[src/rtl/gpu_layer_pkg.sv]
// Shared definitions for the layer header store consumers.
package gpu_layer_pkg;

    localparam int unsigned HEADER_W = 128;
    localparam int unsigned FIELD_W  = 16;
    localparam int unsigned BASE_W   = 32;

    // Header register indices; register k occupies bits [16k+15:16k].
    localparam int unsigned REG_FLAGS   = 0;
    localparam int unsigned REG_X       = 1;
    localparam int unsigned REG_Y       = 2;
    localparam int unsigned REG_WIDTH   = 3;
    localparam int unsigned REG_HEIGHT  = 4;
    localparam int unsigned REG_BASE_LO = 5;
    localparam int unsigned REG_BASE_HI = 6;
    localparam int unsigned REG_COUNT   = 7;

    localparam int unsigned FLAG_ENABLE = 0;

    typedef enum logic [2:0] {
        S_IDLE  = 3'd0,
        S_ADDR  = 3'd1,
        S_CHECK = 3'd2,
        S_OUT   = 3'd3,
        S_DONE  = 3'd4
    } scan_state_t;

endpackage

[src/rtl/layer_header_decode.sv]
// Splits a layer header into fields and decides whether the layer covers a line.
module layer_header_decode
    import gpu_layer_pkg::*;
#(
    parameter int unsigned COORD_W = 16
) (
    input  logic [HEADER_W-1:0] header,
    input  logic [COORD_W-1:0]  line,
    output logic [FIELD_W-1:0]  flags,
    output logic [COORD_W-1:0]  x,
    output logic [COORD_W-1:0]  width,
    output logic [COORD_W-1:0]  row,
    output logic [BASE_W-1:0]   base,
    output logic                hit
);

    logic [COORD_W-1:0] y;
    logic [COORD_W-1:0] height;
    logic [COORD_W:0]   diff;
    logic               enable;
    logic               unused_reg7;

    // Register 7 carries nothing for the scanner.
    assign unused_reg7 = ^header[HEADER_W-1:REG_COUNT*FIELD_W];

    // Field split plus the hit test, done one bit wider so a line above Y cannot wrap.
    always_comb begin
        flags  = header[REG_FLAGS*FIELD_W +: FIELD_W];
        x      = COORD_W'(header[REG_X*FIELD_W +: FIELD_W]);
        y      = COORD_W'(header[REG_Y*FIELD_W +: FIELD_W]);
        width  = COORD_W'(header[REG_WIDTH*FIELD_W +: FIELD_W]);
        height = COORD_W'(header[REG_HEIGHT*FIELD_W +: FIELD_W]);
        base   = {header[REG_BASE_HI*FIELD_W +: FIELD_W], header[REG_BASE_LO*FIELD_W +: FIELD_W]};
        enable = flags[FLAG_ENABLE];
        diff   = {1'b0, line} - {1'b0, y};
        row    = diff[COORD_W-1:0];
        hit    = enable && (width != '0) && (height != '0) && !diff[COORD_W] && (row < height);
    end

endmodule

[src/rtl/layer_line_scanner.sv]
// Walks all layer headers on each scanline and emits a descriptor per covering layer.
module layer_line_scanner
    import gpu_layer_pkg::*;
#(
    parameter int unsigned NUM_LAYERS = 32,
    parameter int unsigned LAYER_W    = 5,
    parameter int unsigned COORD_W    = 16
) (
    input  logic                clk,
    input  logic                reset,
    input  logic                line_start,
    input  logic [COORD_W-1:0]  line_y,
    output logic [LAYER_W-1:0]  read_layer_pipe,
    input  logic [HEADER_W-1:0] layer_info,
    output logic                desc_valid,
    input  logic                desc_ready,
    output logic [LAYER_W-1:0]  desc_layer,
    output logic [COORD_W-1:0]  desc_x,
    output logic [COORD_W-1:0]  desc_width,
    output logic [COORD_W-1:0]  desc_row,
    output logic [BASE_W-1:0]   desc_base,
    output logic [FIELD_W-1:0]  desc_flags,
    output logic                scan_busy,
    output logic                line_done,
    output logic                line_overrun
);

    localparam logic [LAYER_W-1:0] LAST_IDX = LAYER_W'(NUM_LAYERS - 1);

    scan_state_t        state;
    scan_state_t        state_next;
    logic [COORD_W-1:0] line_q;

    logic [FIELD_W-1:0] dec_flags;
    logic [COORD_W-1:0] dec_x;
    logic [COORD_W-1:0] dec_width;
    logic [COORD_W-1:0] dec_row;
    logic [BASE_W-1:0]  dec_base;
    logic               dec_hit;

    logic               last;
    logic               abort;
    logic               load_line;
    logic               load_desc;
    logic               idx_inc;

    assign last = (read_layer_pipe == LAST_IDX);

    layer_header_decode #(
        .COORD_W (COORD_W)
    ) u_decode (
        .header (layer_info),
        .line   (line_q),
        .flags  (dec_flags),
        .x      (dec_x),
        .width  (dec_width),
        .row    (dec_row),
        .base   (dec_base),
        .hit    (dec_hit)
    );

    // State register with the status flags registered from the next state.
    always_ff @(posedge clk or negedge reset) begin
        if (!reset) begin
            state        <= S_IDLE;
            desc_valid   <= 1'b0;
            scan_busy    <= 1'b0;
            line_done    <= 1'b0;
            line_overrun <= 1'b0;
        end else begin
            state        <= state_next;
            desc_valid   <= (state_next == S_OUT);
            scan_busy    <= (state_next != S_IDLE);
            line_done    <= (state_next == S_DONE);
            line_overrun <= abort;
        end
    end

    // Next-state logic; a new line during an active scan always restarts at ADDR.
    always_comb begin
        state_next = state;
        case (state)
            S_IDLE:  if (line_start) state_next = S_ADDR;
            S_ADDR:  state_next = S_CHECK;
            S_CHECK: begin
                if (dec_hit)   state_next = S_OUT;
                else if (last) state_next = S_DONE;
                else           state_next = S_ADDR;
            end
            S_OUT:   if (desc_ready) state_next = last ? S_DONE : S_ADDR;
            S_DONE:  state_next = line_start ? S_ADDR : S_IDLE;
            default: state_next = S_IDLE;
        endcase
        if (abort) state_next = S_ADDR;
    end

    // Datapath controls decoded from the current state.
    always_comb begin
        abort     = 1'b0;
        load_line = 1'b0;
        load_desc = 1'b0;
        idx_inc   = 1'b0;
        case (state)
            S_IDLE, S_DONE: load_line = line_start;
            S_ADDR:  abort = line_start;
            S_CHECK: begin
                abort     = line_start;
                load_desc = dec_hit && !line_start;
                idx_inc   = !dec_hit && !last && !line_start;
            end
            S_OUT: begin
                abort   = line_start;
                idx_inc = desc_ready && !last && !line_start;
            end
            default: ;
        endcase
        if (abort) load_line = 1'b1;
    end

    // Line latch, layer index and descriptor registers.
    always_ff @(posedge clk or negedge reset) begin
        if (!reset) begin
            line_q          <= '0;
            read_layer_pipe <= '0;
            desc_layer      <= '0;
            desc_x          <= '0;
            desc_width      <= '0;
            desc_row        <= '0;
            desc_base       <= '0;
            desc_flags      <= '0;
        end else begin
            if (load_line) begin
                line_q          <= line_y;
                read_layer_pipe <= '0;
            end else if (idx_inc) begin
                read_layer_pipe <= read_layer_pipe + LAYER_W'(1);
            end
            if (load_desc) begin
                desc_layer <= read_layer_pipe;
                desc_x     <= dec_x;
                desc_width <= dec_width;
                desc_row   <= dec_row;
                desc_base  <= dec_base;
                desc_flags <= dec_flags;
            end
        end
    end

endmodule

[config.mk]
export PLATFORM = sky130hd
export DESIGN_NAME = layer_line_scanner
export DESIGN_NICKNAME = d
export VERILOG_FILES = /design/src/rtl/gpu_layer_pkg.sv /design/src/rtl/layer_header_decode.sv /design/src/rtl/layer_line_scanner.sv
export SDC_FILE = /design/constraint.sdc
export NUM_CORES = 1
export LEC_CHECK = 0
export CAP_MARGIN = 10
export CORE_AREA = 2 2 118 120
export CTS_BUF_LIST = sky130_fd_sc_hd__clkbuf_8
export CTS_CLUSTER_DIAMETER = 80
export DETAILED_ROUTE_END_ITERATION = 8
export DIE_AREA = 0 0 120 122
export PLACE_DENSITY_LB_ADDON = 0.25
export SLEW_MARGIN = 40
export SYNTH_ARGS = -nofsm -noshare
export SYNTH_HDL_FRONTEND = slang
export SYNTH_SLANG_ARGS = --single-unit
export TNS_END_PERCENT = 5
[constraint.sdc]
create_clock -name clk -period 8.5 [get_ports clk]
set_input_delay 0.85 -clock clk [delete_from_list [all_inputs] [get_ports clk]]
set_output_delay 0.85 -clock clk [all_outputs]
set_load 0.03 [all_outputs]
# Yosys cells after proc, flatten, opt, wreduce, memory -nomap -nowiden
# Cells that the tools add are included.
[totals]
input_bits = 148
reg_bits = 129
out_inout_bits = 110
elab_cells = 57
[classes]
n_lt_le_gt_ge = 1
muxes = 14
n_addsub = 2
n_eq_ne = 7
reduce_logical = 20
[op_table]
columns = ["cell", "n"]
rows = [
  ["$reduce_bool A16 Y1", 2],
  ["$sub A16 B16 Y17", 1],
  ["$lt A16 B16 Y1", 1],
  ["$mux W3", 5],
  ["$pmux W3 S5", 1],
  ["$mux W5", 2],
  ["$eq A3 B2 Y1 const B", 3],
  ["$logic_and A1 B1 Y1", 9],
  ["$eq A3 B3 Y1 const B", 2],
  ["$add A5 B1 Y5 const B", 1],
  ["$eq A5 B5 Y1 const B", 1],
  ["$mux W1", 5],
  ["$logic_not A1 Y1", 4],
  ["$eq A3 B1 Y1 const B", 1],
  ["$logic_not A3 Y1", 1],
  ["$reduce_bool A3 Y1", 1],
  ["$reduce_or A3 Y1", 1],
  ["$pmux W1 S2", 1],
  ["$reduce_bool A2 Y1", 1],
  ["$reduce_or A2 Y1", 1],
]

# Longest topological paths before layout
[logic_depth]
ltp_word = 11
ltp_mapped = 18
ltp_nobuf = 15

# Hierarchy
# Synthesis repeated with hierarchy kept, for this count alone.
[hier_totals]
hier_cells = 593
hier_area_um2 = 7412.1
[by_module_without_submodules]
columns = ["mod", "area_each_um2", "instances", "cells_per_inst", "seq_area_each_um2"]
rows = [
  ["layer_line_scanner", 5395.2, 1, 305, 3228.1],
  ["layer_header_decode", 2016.9, 1, 288, 0.0],
]

# Worst setup path after synthesis
# OpenSTA, ideal clock, no wires.
[synth_timing]
path_kind = "in2reg"
startpoint = "input port layer_info[32]"
endpoint = "register desc_base[11]"
t_required_ns = 8.372
setup_slack_ns = 3.752
t_arrival_ns = 4.620
stages = 17
path_buffers = 3
setup_ns = 0.128
path_cell_list = "ha_1 -> fa_1 -> nor2b_1 -> o31ai_1 -> a211oi_2 -> nor2_1 -> o311ai_0 -> ha_1 -> and3_1 -> o21ai_0 -> nand4_1 -> a211o_1 -> or3_1 -> buf_2 -> buf_6 -> buf_6 -> mux2_1"
[synth_via]
elab_cells_between_ends = 7
cone_classes = "add/sub: 1; order compare: 1; mux: 1; reduce/logical: 4"
[synth_lines]
columns = ["item", "line", "text"]
rows = [
  ["start, declared", "layer_line_scanner.sv:14", "input logic [HEADER_W-1:0] layer_info,"],
  ["$sub A16 B16 Y17", "layer_header_decode.sv:35", "diff = {1'b0, line} - {1'b0, y};"],
  ["via dec_row[14]", "layer_line_scanner.sv:37", "logic [COORD_W-1:0] dec_row;"],
  ["$lt A16 B16 Y1", "layer_header_decode.sv:37", "hit = enable && (width != '0) && (height != '0) && !diff[COORD_W] && (row < height);"],
  ["$logic_and A1 B1 Y1", "layer_header_decode.sv:37", ""],
  ["$logic_and A1 B1 Y1", "layer_line_scanner.sv:108", "load_desc = dec_hit && !line_start;"],
  ["$mux W1", "layer_line_scanner.sv:103", "case (state)"],
  ["end signal, assigned", "layer_line_scanner.sv:143", "desc_base <= dec_base;"],
  ["end, declared", "layer_line_scanner.sv:21", "output logic [BASE_W-1:0] desc_base,"],
]
# The timed path passes the listed nets, and every way through them passes these cells.
# A chain may end at the register's enable or synchronous reset.

# Worst setup path after layout
[layout_timing]
startpoint = "input port layer_info[32]"
endpoint = "register desc_x[0]"
[layout_via]
elab_cells_between_ends = 7
cone_classes = "add/sub: 1; order compare: 1; mux: 1; reduce/logical: 4"
[layout_lines]
columns = ["item", "line", "text"]
rows = [
  ["$sub A16 B16 Y17", "layer_header_decode.sv:35", ""],
  ["via dec_row[14]", "layer_line_scanner.sv:37", ""],
  ["$lt A16 B16 Y1", "layer_header_decode.sv:37", ""],
  ["$logic_and A1 B1 Y1", "layer_header_decode.sv:37", ""],
  ["$logic_and A1 B1 Y1", "layer_line_scanner.sv:108", ""],
  ["$mux W1", "layer_line_scanner.sv:103", ""],
  ["end signal, assigned", "layer_line_scanner.sv:126", "desc_x <= '0;"],
  ["end signal, assigned", "layer_line_scanner.sv:140", "desc_x <= dec_x;"],
  ["end, declared", "layer_line_scanner.sv:18", "output logic [COORD_W-1:0] desc_x,"],
]
# The timed path passes the listed nets, and every way through them passes these cells.

==> results.yml <==
outcome:
  outcome: "completed"
global_routing:
  grt.total_usage: 0.2186
  antenna_found_initial: 0
  grt_pass1_wl_um: 24680
  grt_pass1_vias: 4942
  grt_remaining_overflow: 0
  grt_max_degree: 78
floorplanning:
  rows: 43
  die_h_um: 122
  initial_utilization: 0.4647
  ios: 258
  die_area_sq_um: 14640
  die_w_um: 120
  core-area_sq_um: 13500
hold_path:
  hp-class: "input port to async pin"
drt:
  ant_nets: 0
  drt_wl_total_um: 15930
  vias: 4910
  firstDrtPassIters: 4
  drtIter0Drc: 263
  routedWlPerCell_um: 16.91
  drt-vias-per-instance: 5.212
  route.detailed.drc: 0
yosys:
  synth_area_leader_cell: "dfrtp_1"
  ys_seq_area_frac: 0.5144
  ys_seq_elements: 129
  synth.distinct_cells: 49
  netlist_area_sq_um: 6276
  synthCells: 502
  yosys.area.top_type_share: 0.5144
  ys_top_cells_by_area: "dfrtp_1 51%, mux2_2 18%, ha_1 6.6%, inv_1 2.3%, mux2_1 2.0%"
  async_reset_ff_frac: 1.000
  synthFlopType: "dfrtp_1"
  syn_avg_cell_area_sq_um: 12.50
  syn_nets: 684
  yosysWarnings: 0
  synth-edff-count: 0
final_layout:
  drive_above_1_share: 0.1877
  num-nets-final: 932
  fillers: 1016
  syn_to_final_growth_pct: 46.73
  diodes: 0
  fin_cells: 942
critical_path:
  rrSetupSlack_ps: 3330
  slowest_stage: "o311ai_0"
  end_kind: "flop"
  r2r_cells: 17
  cp-start-kind: "input port"
  required_ps: 8820
  crit_buf_inv: 3
  worst_ep_arrival_time_ps: 5990
  critical_path.max_stage_delay_ps: 700
  path_cells: "clkdlybuf4s50_1 -> ha_1 -> fa_1 -> nor2b_1 -> o31ai_1 -> a211oi_2 -> nor2_1 -> o311ai_0 -> ha_1 -> and3_1 -> o21ai_0 -> nand4_1 -> a211o_1 -> or3_4 -> buf_12 -> buf_12 -> mux2_1"
  critPathTopFamily: "compound AO/OA/AOI/OAI gates"
  cp_num_cells: 17
  path_max_fanout: 30
  crit_type: "input port to flop"
clock_network:
  tritoncts: "done"
  hold_buffers: 0
  path_clk_slew_ps: 70
  cts_resized: 0
  clock-sinks: 129
  htree_levels: 4
  cts_buffers: 17
  clk_path_buf_depth: 2
  cts_root_buffer: "clkbuf_8"
  post-cts-setup-buffers: 0
  clk_latency_ps: 440
pwr:
  vdd_drop_max_mv: 0.1007
  power_density_nw_per_um2: 210.5
  combPwrFrac: 0.363
  p_sw_mw: 0.6550
  switching_share: 0.3379
  clkPwrFrac: 0.245
  power_leakage_nw: 4.330
  p_seq_frac: 0.392
  intPower_mw: 1.284
sta:
  worst_pin_slew_ps: 759.0
  timing.final.max_slew_violations: 0
  max_freq_mhz: 176.3
  relSlewSlack: 0.4876
  hold_viol: 0
  setup_tns_ps: 0
  period_share: 0.6672
  rsz0062_at_grt: "no"
  fin_skew_ps: 10.52
  finalSetupViolCount: 0
  fin_crit_ps: 5671
place:
  dpl.hpwl_um: 12310
  gp_congestion: 0.8787
  dp_cells: 911
  numPortBuffers: 241
flow_run:
  max_cap_viol_count: 0
-- path summary, 6_finish.rpt --
| check | start | end |
|---|---|---|
| setup reg to reg | line_q[0]$_DFFE_PN0N_ | desc_x[0]$_DFFE_PN0P_ |
| setup / recovery | layer_info[32] | desc_x[0]$_DFFE_PN0P_ |
| hold / removal | reset | desc_x[10]$_DFFE_PN0P_ |
| hold reg to reg | desc_flags[0]$_DFFE_PN0P_ | desc_flags[0]$_DFFE_PN0P_ |
| max in group asynchronous | reset | scan_busy$_DFF_PN0_ |
| min in group clk | desc_flags[0]$_DFFE_PN0P_ | desc_flags[0]$_DFFE_PN0P_ |
-- Yosys cell counts, drive strengths merged, types with 4 or more instances --
cell / instances
a21o: 4
xnor2: 6
or3: 4
a21oi: 12
o211ai: 5
o21a: 9
nor3: 6
buf: 15
ha: 33
nand4: 6
mux2: 113
nand2b: 4
o31ai: 6
mux2i: 6
o21ai: 15
nor2: 18
nand2: 13
nand3: 6
inv: 38
nor4: 14
dfrtp: 129
and3: 8
-- cell type report --
cell class / count / area [sq um] / area share
Timing Repair Buffer: 246 / 2476 / 0.2689
Tap cell: 180 / 225.2 / 0.02446
Multi-Input combinational cell: 318 / 2781 / 0.3020
Clock inverter: 12 / 93.84 / 0.01019
Clock buffer: 19 / 261.5 / 0.02840
Sequential cell: 129 / 3228 / 0.3505
Inverter: 38 / 142.6 / 0.01549
-- cell usage in the layout, fill, tap and decap left out, types with 2 or more instances in the layout --
cell type,count
or2_2,2
clkbuf_8,19
a211oi_1,2
a21oi_1,12
buf_4,3
a21o_1,4
o21ai_1,2
clkinv_2,5
mux2_1,11
or3_1,3
xnor2_1,6
nand3_1,6
nand3b_1,3
nor4_1,14
o31ai_1,6
buf_12,2
nor3b_1,2
dfrtp_1,129
mux2_2,102
nor2_1,18
nor3_1,5
nand4_1,6
nor2b_1,3
o211ai_1,5
inv_1,40
o21a_1,9
and3_1,8
nand2b_1,4
o21ai_0,13
nand2_1,12
mux2i_1,6
or4_1,2
clkinvlp_4,3
ha_1,33
xor2_1,2
clkdlybuf4s50_1,240
-- sequential cells by signal, summed over array words and instances (netlist names) --
register / cells
desc_valid: 1
desc_x: 16
desc_row: 16
state: 3
line_overrun: 1
read_layer_pipe: 5
line_q: 16
line_done: 1
desc_layer: 5
desc_width: 16
desc_flags: 16
desc_base: 32
scan_busy: 1
-- metal layers --
layer  up-vias  share of wire  GRT usage
li1       2305              -          -
met1      2397           0.41     0.2613
met2       179           0.50     0.3750
met3        29          0.060    0.05665
met4         0          0.022    0.09191
met5         -              0          0
-- worst reg2reg max path: stages (launching register included) --
cell      delay [ps]
dfrtp_1          340
inv_1             40
ha_1             200
fa_1             420
nor2b_1          170
o31ai_1          170
a211oi_2         410
nor2_1           140
o311ai_0         700
ha_1             390
and3_1           190
o21ai_0          140
nand4_1          110
a211o_1          360
or3_4            540
buf_12           220
buf_12           190
mux2_1           340
-- logic make-up (layout without fill, tap and decap cells) --
logic type	count (synthesis)	in the layout	synth area share
adders and majority gates	34	34	0.06898
xor gates and xnor gates	8	8	0.01116
muxes	119	119	0.2123
and+or+nand+nor	93	93	0.08154
AOI/OAI and AO/OA	64	64	0.06798
buffers and inverters	55	315	0.04366
DFF	129	129	0.5144
-- stage by stage --
| step | setup slack (ps) | util | hold WS (ps) | power [mW] | instance area, sq um |
|---|---|---|---|---|---|
| after floorplan | 3752 | - | 437.6 | 1.157 | 6276 |
| after global placement | 2366 | 0.6522 | 451.7 | 1.454 | 8807 |
| after detailed placement | 2448 | 0.6556 | 454.1 | 1.477 | 8853 |
| after CTS | 2923 | 0.6819 | 441.1 | 1.958 | 9209 |
| after global routing | 2588 | 0.6819 | 478.0 | 2.041 | 9209 |
| final | 2829 | 0.6819 | 440.3 | 1.939 | 9209 |
-- power groups by stage --
stage	Sequential (mW)	Clock (mW)	Combinational (mW)
3_5_place_dp	0.772	0	0.705
5_1_grt	0.772	0.520	0.749
2_1_floorplan	0.942	0	0.214
6_report	0.760	0.475	0.703
3_3_place_gp	0.765	0	0.689
4_1_cts	0.761	0.490	0.708
No activity file was read; power rests on OpenSTA's default activity.
